### config.mk
export PLATFORM = sky130hd
export DESIGN_NAME = drp_arbiter
export DESIGN_NICKNAME = d
export VERILOG_FILES = /design/src/rtl/drp_arbiter_pkg.sv /design/src/rtl/drp_arbiter_rr.sv /design/src/rtl/drp_arbiter.sv
export SDC_FILE = /design/constraint.sdc
export NUM_CORES = 1
export LEC_CHECK = 0
export ABC_CLOCK_PERIOD_IN_PS = 2750
export CAP_MARGIN = 10
export CELL_PAD_IN_SITES_DETAIL_PLACEMENT = 1
export CELL_PAD_IN_SITES_GLOBAL_PLACEMENT = 2
export CORE_UTILIZATION = 23
export CTS_CLUSTER_SIZE = 40
export DETAILED_ROUTE_END_ITERATION = 16
export PLACE_DENSITY = 0.61
export SETUP_SLACK_MARGIN = 0.2
export SLEW_MARGIN = 20
export SYNTH_ARGS = -nofsm -noshare
export SYNTH_HDL_FRONTEND = slang
export SYNTH_SLANG_ARGS = --single-unit
### constraint.sdc
create_clock -name aclk -period 2.75 [get_ports aclk]
set_clock_uncertainty 0.05 [all_clocks]
set_input_delay 0.825 -clock aclk [delete_from_list [all_inputs] [get_ports aclk]]
set_output_delay 0.825 -clock aclk [all_outputs]
set_load 0.02 [all_outputs]
### src/rtl/drp_arbiter_pkg.sv
// Shared types and constants for the DRP port arbiter.
package drp_pkg;

   localparam int DRP_AW = 8;
   localparam int DRP_DW = 16;

   localparam logic [DRP_DW-1:0] DRP_TIMEOUT_DATA = 16'hFFFF;

   typedef enum logic [1:0] {
      IDLE  = 2'd0,
      ISSUE = 2'd1,
      WAIT  = 2'd2,
      RESP  = 2'd3
   } drp_state_t;

   typedef struct packed {
      logic              we;
      logic [DRP_AW-1:0] addr;
      logic [DRP_DW-1:0] di;
   } drp_req_t;

endpackage

### src/rtl/drp_arbiter_rr.sv
// Combinational round-robin pick: search starts one past the last granted requester.
module rr_arbiter #(
   parameter  int N_REQ = 2,
   localparam int IW    = (N_REQ > 1) ? $clog2(N_REQ) : 1
) (
   input  logic [N_REQ-1:0] req,
   input  logic [IW-1:0]    ptr,
   output logic [N_REQ-1:0] gnt,
   output logic [IW-1:0]    idx
);

   logic [IW-1:0] cand;

   // Walk from farthest to nearest so the nearest pending requester wins.
   always_comb begin
      gnt  = '0;
      idx  = '0;
      cand = '0;
      for (int k = N_REQ; k >= 1; k--) begin
         cand = IW'((int'(ptr) + k) % N_REQ);
         if (req[cand]) begin
            gnt       = '0;
            gnt[cand] = 1'b1;
            idx       = cand;
         end
      end
   end

endmodule

### src/rtl/drp_arbiter.sv
// Shares one DRP port among N_REQ native-DRP requesters, one transaction in flight,
// with a timeout that turns a missing drp_rdy into an error completion.
//
// state | meaning
// IDLE  | no transaction; round-robin pick among pending slots
// ISSUE | drp_en high for this cycle; granted slot freed at its end
// WAIT  | waiting for drp_rdy or timer terminal count
// RESP  | req_rdy pulse to the granted requester
module drp_arbiter
   import drp_pkg::*;
#(
   parameter int N_REQ   = 2,
   parameter int TIMEOUT = 255
) (
   input  logic                       aclk,
   input  logic                       aresetn,
   input  logic [N_REQ-1:0]           req_en,
   input  logic [N_REQ-1:0]           req_we,
   input  logic [N_REQ*DRP_AW-1:0]    req_addr,
   input  logic [N_REQ*DRP_DW-1:0]    req_di,
   output logic [DRP_DW-1:0]          req_do,
   output logic [N_REQ-1:0]           req_rdy,
   output logic                       req_err,
   output logic [N_REQ-1:0]           req_ovf,
   output logic                       drp_en,
   output logic                       drp_we,
   output logic [DRP_AW-1:0]          drp_addr,
   output logic [DRP_DW-1:0]          drp_di,
   input  logic [DRP_DW-1:0]          drp_do,
   input  logic                       drp_rdy,
   output logic                       busy
);

   localparam int IW = (N_REQ > 1) ? $clog2(N_REQ) : 1;
   localparam int TW = $clog2(TIMEOUT);

   drp_state_t        state, state_nxt;
   drp_req_t          slot [N_REQ];
   logic [N_REQ-1:0]  slot_vld;
   logic [N_REQ-1:0]  slot_free;
   logic [N_REQ-1:0]  arb_gnt;
   logic [IW-1:0]     arb_idx;
   logic [IW-1:0]     gnt_idx;
   logic [IW-1:0]     ptr;
   drp_req_t          cur;
   logic [TW-1:0]     timer;
   logic              rdy_seen;
   logic              err_q;
   logic [DRP_DW-1:0] data_q;

   rr_arbiter #(.N_REQ(N_REQ)) u_rr (
      .req (slot_vld),
      .ptr (ptr),
      .gnt (arb_gnt),
      .idx (arb_idx)
   );

   always_ff @(posedge aclk or negedge aresetn) begin
      if (!aresetn) state <= IDLE;
      else          state <= state_nxt;
   end

   always_comb begin
      state_nxt = state;
      case (state)
         IDLE:    if (|arb_gnt) state_nxt = ISSUE;
         ISSUE:   state_nxt = WAIT;
         WAIT:    if (rdy_seen || drp_rdy || timer == '0) state_nxt = RESP;
         RESP:    state_nxt = IDLE;
         default: state_nxt = IDLE;
      endcase
   end

   always_comb begin
      slot_free = '0;
      if (state == ISSUE) slot_free[gnt_idx] = 1'b1;
   end

   // A request landing in the cycle its slot is freed refills the slot cleanly.
   always_ff @(posedge aclk or negedge aresetn) begin
      if (!aresetn) begin
         slot_vld <= '0;
         req_ovf  <= '0;
         for (int i = 0; i < N_REQ; i++) slot[i] <= '0;
      end else begin
         for (int i = 0; i < N_REQ; i++) begin
            if (req_en[i] && (!slot_vld[i] || slot_free[i])) begin
               slot_vld[i] <= 1'b1;
               slot[i]     <= '{we:   req_we[i],
                                addr: req_addr[i*DRP_AW +: DRP_AW],
                                di:   req_di[i*DRP_DW +: DRP_DW]};
            end else if (slot_free[i]) begin
               slot_vld[i] <= 1'b0;
            end
            if (req_en[i] && slot_vld[i] && !slot_free[i]) req_ovf[i] <= 1'b1;
         end
      end
   end

   // Timer is loaded in ISSUE and counts down; zero in WAIT is the timeout.
   always_ff @(posedge aclk or negedge aresetn) begin
      if (!aresetn) begin
         gnt_idx  <= '0;
         ptr      <= IW'(N_REQ - 1);
         cur      <= '0;
         timer    <= '0;
         rdy_seen <= 1'b0;
         err_q    <= 1'b0;
         data_q   <= '0;
      end else begin
         case (state)
            IDLE: begin
               if (|arb_gnt) begin
                  gnt_idx <= arb_idx;
                  cur     <= slot[arb_idx];
               end
            end
            ISSUE: begin
               ptr      <= gnt_idx;
               timer    <= TW'(TIMEOUT - 1);
               err_q    <= 1'b0;
               rdy_seen <= drp_rdy;
               if (drp_rdy) data_q <= drp_do;
            end
            WAIT: begin
               if (!rdy_seen) begin
                  if (drp_rdy) begin
                     data_q <= drp_do;
                  end else if (timer == '0) begin
                     data_q <= DRP_TIMEOUT_DATA;
                     err_q  <= 1'b1;
                  end else begin
                     timer <= timer - 1'b1;
                  end
               end
            end
            default: ;
         endcase
      end
   end

   always_comb begin
      busy     = (state != IDLE);
      drp_en   = (state == ISSUE);
      drp_we   = (state == ISSUE) & cur.we;
      drp_addr = cur.addr;
      drp_di   = cur.di;
      req_do   = data_q;
      req_rdy  = '0;
      if (state == RESP) req_rdy[gnt_idx] = 1'b1;
      req_err  = (state == RESP) & err_q;
   end

endmodule

### Word-level counts from Yosys, hierarchy flattened

Index checks and enable logic that the tools add are counted.

* logic and storage cells: 112
* flip-flop bits (word level): 109
* bits of input ports: 71
* output and inout bits: 48

* muxes and demuxes: 39
* order comparisons: 7
* equal/unequal tests: 11
* $add $sub $neg: 3
* bitwise operators: 3
* reductions and logical operators: 29

Operators with widths (number)
* $mux 25: 3
* $mux 16: 4
* $pmux 16 s2: 1
* $mux 8: 3
* $mux 1: 16
* $pmux 8 s2: 1
* $mux 2: 6
* $ne 2x2->1 const B: 6
* $reduce_and 4->1: 3
* $logic_and 1x1->1: 9
* $logic_not 8->1: 1
* $pmux 2 s4: 1
* $reduce_bool 2->1: 4
* $sub 8x1->8 const B: 1
* $lt 1x2->1 const B: 3
* $eq 2x2->1 const B: 2
* $logic_not 1->1: 4
* $logic_or 1x1->1: 4
* $reduce_and 2->1: 2
* $demux 1 s1: 3
* $ge 1x1->1 const B: 3
* $ne 3x3->1 const B: 1
* $add 1x1->1 const B: 2
* $and 1x1->1: 2
* 7 further kinds: 7

### Depth between registers and ports, before layout

* depth in word-level cells: 10
* gate-level depth with buffers: 8
* gate-level depth less buffers: 5

### Hierarchy

A second synthesis with hierarchy kept.

* cells, all modules: 406
* area total of the unflattened synthesis: 4981.0 µm²

Modules (own cells, without submodules)
* drp_arbiter: cells an instance 402, area an instance 4954.8 µm², seq. area each 2728.9 µm², times used 1
* rr_arbiter: cells an instance 4, area an instance 26.3 µm², seq. area each 0.0 µm², times used 1

### Least setup slack after synthesis

OpenSTA, ideal clock, no wires.

* path kind: flip-flop to flip-flop
* start: reg state[1]
* end: reg slot[25] (netlist bit)
* setup time: 0.125 ns
* stages on the path, launching flop included: 8
* arrival: 1.953 ns
* clock period less this slack: 2.128 ns
* required time: 2.575 ns
* buffers on the path: 2
* path slack: 0.622 ns
* path through: dfrtp_1 inv_1 ha_1 buf_2 nand2b_1 a21boi_2 buf_2 mux2_2

* cells in the longest elaborated chain, start to end: 4

RTL lines
* from (decl): RTL line drp_arbiter.sv:37 `drp_state_t state, state_nxt;`
* from (signal assigned): RTL line drp_arbiter.sv:60 `else state <= state_nxt;`
* $eq 2x1->1
* net drp_en: RTL line drp_arbiter.sv:25 `output logic drp_en,`
* $mux 2: RTL line drp_arbiter.sv:76 `if (state == ISSUE) slot_free[gnt_idx] = 1'b1;`
* $logic_or 1x1->1: RTL line drp_arbiter.sv:87 `if (req_en[i] && (!slot_vld[i] || slot_free[i])) begin`
* $logic_and 1x1->1: RTL line drp_arbiter.sv:87
* to (signal, indexed assignment): RTL line drp_arbiter.sv:89 `slot[i] <= '{we: req_we[i],`
* to (decl): RTL line drp_arbiter.sv:38 `drp_req_t slot [N_REQ];`

The timed path passes the listed nets, and every way through them passes these cells.
A chain may end at the register's enable or synchronous reset.

### Final worst setup path

* start: reg state[0]
* end: out busy

* cells in the longest elaborated chain, start to end: 1

RTL lines
* $reduce_bool 2->1: RTL line drp_arbiter.sv:143 `busy = (state != IDLE);`
* to (decl): RTL line drp_arbiter.sv:31 `output logic busy`

Every way passes these cells.

==> results_dict.tcl <==
set metrics [dict create \
    run_status "completed" \
    sequentialPowerShare 0.378 \
    synth_area_leaders "dfrtp_1, mux2_2, mux2i_1, buf_4, o21ai_0" \
    path_max_fanout 5 \
    fin_crit_sh 0.890 \
    cp_num_buf_inv 3 \
    cts_tree "yes" \
    synth_top_cell_by_area "dfrtp_1" \
    via_per_inst 4.30 \
    vias 3363 \
    fmax_mhz 409 \
    clk-insertion-delay-late_ns 0.35 \
    p_comb_frac 0.451 \
    ir_drop_v 0.000378 \
    p_leak_nw 2.88 \
    htreeDepth 3 \
    yosysTopAreaCellShare 0.547 \
    clockPowerShare 0.171 \
    nets 580 \
    drc 0 \
    synth-simple-area-share 0.0658 \
    overflow 0 \
    syn_nets 485 \
    fin_cells 782 \
    finalSetupViolCount 0 \
    grt_pass1_vias 3690 \
    power.total_w 0.00740 \
    synthesis.instances 407 \
    critPathMaxStageDelay_ns 0.41 \
    grt_pass1_wl_microns 20800 \
    synth_edf_count 0 \
    path_class "reg2out" \
    synth_mux_area_frac 0.212 \
    ant_nets 0 \
    clock_path_buffers 2 \
    min_period_ns 2.45 \
    syn_area_per_cell_sq_um 12.1 \
    crit_family "buffers and inverters" \
    grt_max_degree 110 \
    crit_path_end_kind "output pin" \
    area_delta_synth_final_pct 34.1 \
    synth_top_family_by_area "multiplexers" \
    ys_seq_area_frac 0.552 \
    fin_tns_setup_ns 0 \
    synth_fa_ha_area_frac 0.0177 \
    dp.cells 766 \
    std_cell_rows 53 \
    r2r_start "state[1]$_DFFE_PN0P_" \
    synthFlopType "dfrtp_1" \
    die_h_microns 149 \
    clock-sinks 109 \
    p_sw_w 0.00271 \
    p_sw_frac 0.366 \
    yosysMostFrequentCell "dfrtp_1" \
    gp_congestion 0.704 \
    synth_area_sq_um 4940 \
    routed_wl_microns 13100 \
    grtUsageTotal 0.125 \
    power_density_nw_per_um2 1120 \
    p_int_w 0.00469 \
    path_common_cell "inv_1" \
    die_w_microns 149 \
    rsz0062_at_grt "false" \
    diodes 0 \
    synth_compound_area_frac 0.0800 \
    hold_class "reg2reg" \
    clock-root-buffer "clkbuf_16" \
    hp-start "req_ovf[1]$_DFFE_PN0P_" \
    synthDistinctLibCells 42 \
    max_cap_viol_count 0 \
    crit_arrival_ns 1.57 \
    ys_ff_latch 109 \
    path_clk_slew_ns 0.08 \
    dp_hpwl_microns 8740 \
    netlist_top_cells_count "dfrtp_1, mux2_2, mux2i_1" \
    crit_slowest_cell "dfrtp_1" \
    nFillCells 2287 \
    cp-startpoint "state[0]$_DFFE_PN0P_" \
    worst_slew_pin_slew_ns 0.817 \
    drive_gt1_frac 0.191 \
    final_hold_viol_count 0 \
    max_slew_margin 0.453 \
    dr.pass1.iters 4 \
    slew_violations 0 \
    numCtsBuffers 9 \
    pin_count 119 \
    core_area_sq_um 21000 \
    wl_per_cell_microns 16.8 \
    die_area_sq_um 22100 \
    grt_antenna_before_repair 0 \
    port_buffers 118 \
    crit_required_ns 1.88 \
    synthXorXnorAreaFrac 0 \
    hold_ws_ns 0.421 \
    cp-start-kind "flip-flop" \
    async_reset_ff_frac 1.00 \
    start_util 0.235 \
    synth_warnings 0 \
    worstPathCellList "inv_1 > ha_2 > inv_1 > dlygate4sd2_1" \
    drt_iter0_markers 88 \
]
-- per-layer routing --
layer / GRT usage / part of all wire
met5: 0 / 0
met4: 0.0418 / 0.0086
met3: 0.0282 / 0.037
met2: 0.219 / 0.53
met1: 0.151 / 0.43
-- cell families (layout without fill, tap and decap cells) --
group | count (synthesis) | count (layout)
AO/OA/AOI/OAI | 64 | 64
adder cells (fa/ha/maj) | 7 | 7
AND/OR/NAND/NOR | 62 | 62
multiplexers | 98 | 98
flip-flops | 109 | 109
buffers and inverters | 67 | 167
-- metrics by stage --
step	worst slack [ns]	instance area, sq um	util
3_5_place_dp	0.123	6350	0.302
6_report	0.304	6630	0.315
3_3_place_gp	0.105	6350	0.302
4_1_cts	0.230	6620	0.315
2_1_floorplan	0.622	4940	-
5_1_grt	0.227	6630	0.315
-- flip-flops by register name, indices dropped and copies added (netlist names), 2 cells and up --
name	count
slot	50
drp_di	16
req_do	16
drp_addr	8
timer	8
req_ovf	2
slot_vld	2
state	2
-- timing repair --
action | CTS | global route
cloned | 0 | 0
hold buffers | 0 | 0
resized for setup | 6 | 3
endpoints found under the setup margin | 6 | 2
buffers inserted | 0 | 0
-- layout by cell type, fill, tap and decap left out, drive strengths merged, types with 2 or more instances in the layout --
cell type,Yosys,final
clkdlybuf4s50,0,111
nor2,6,6
a2111o,2,2
buf,35,12
o211ai,2,2
or4b,2,2
or3b,2,2
o21ai,31,31
and2,4,4
mux2,53,53
nor2b,3,3
nor3b,2,2
nand2b,3,3
nand2,27,27
dlygate4sd2,0,5
or2,3,3
clkbuf,10,13
mux2i,45,45
nor4,2,2
a21boi,3,3
or4,2,2
inv,22,22
dfrtp,108,108
a21o,2,2
a21oi,2,2
ha,7,7
a31oi,17,17
nand3,3,3
clkinv,0,3
-- power groups by stage --
stage	Combinational [W]	Clock, W	Sequential [W]
after CTS	0.00341	0.00134	0.00281
after global placement	0.00332	0	0.00279
after floorplan	0.00219	0	0.00284
after detailed placement	0.00343	0	0.00284
final	0.00333	0.00127	0.00280
after global routing	0.00366	0.00138	0.00291
-- final timing paths --
check                           slack, ns  cells after the start                      end
worst max-delay path                 0.30                      4                     busy
worst min-delay path                 0.42                      1   req_ovf[1]$_DFFE_PN0P_
worst max register to register       0.54                      7     slot[20]$_DFFE_PN0P_
worst min register to register       0.42                      1   req_ovf[1]$_DFFE_PN0P_
max in group asynchronous            1.66                      2  drp_addr[2]$_DFFE_PN0P_
min in group asynchronous            0.50                      2    req_do[3]$_DFFE_PN0P_
-- cell type report --
type / instances / area [sq um] / share of cell area
Timing Repair Buffer: 129 / 1290 / 0.194
Clock buffer: 12 / 256 / 0.0387
Inverter: 22 / 82.6 / 0.0125
Clock inverter: 4 / 22.5 / 0.00340
Tap cell: 275 / 344 / 0.0519
Sequential cell: 109 / 2730 / 0.412
Multi-Input combinational cell: 231 / 1910 / 0.288
Note: power is estimated with default switching activity, not from simulation.
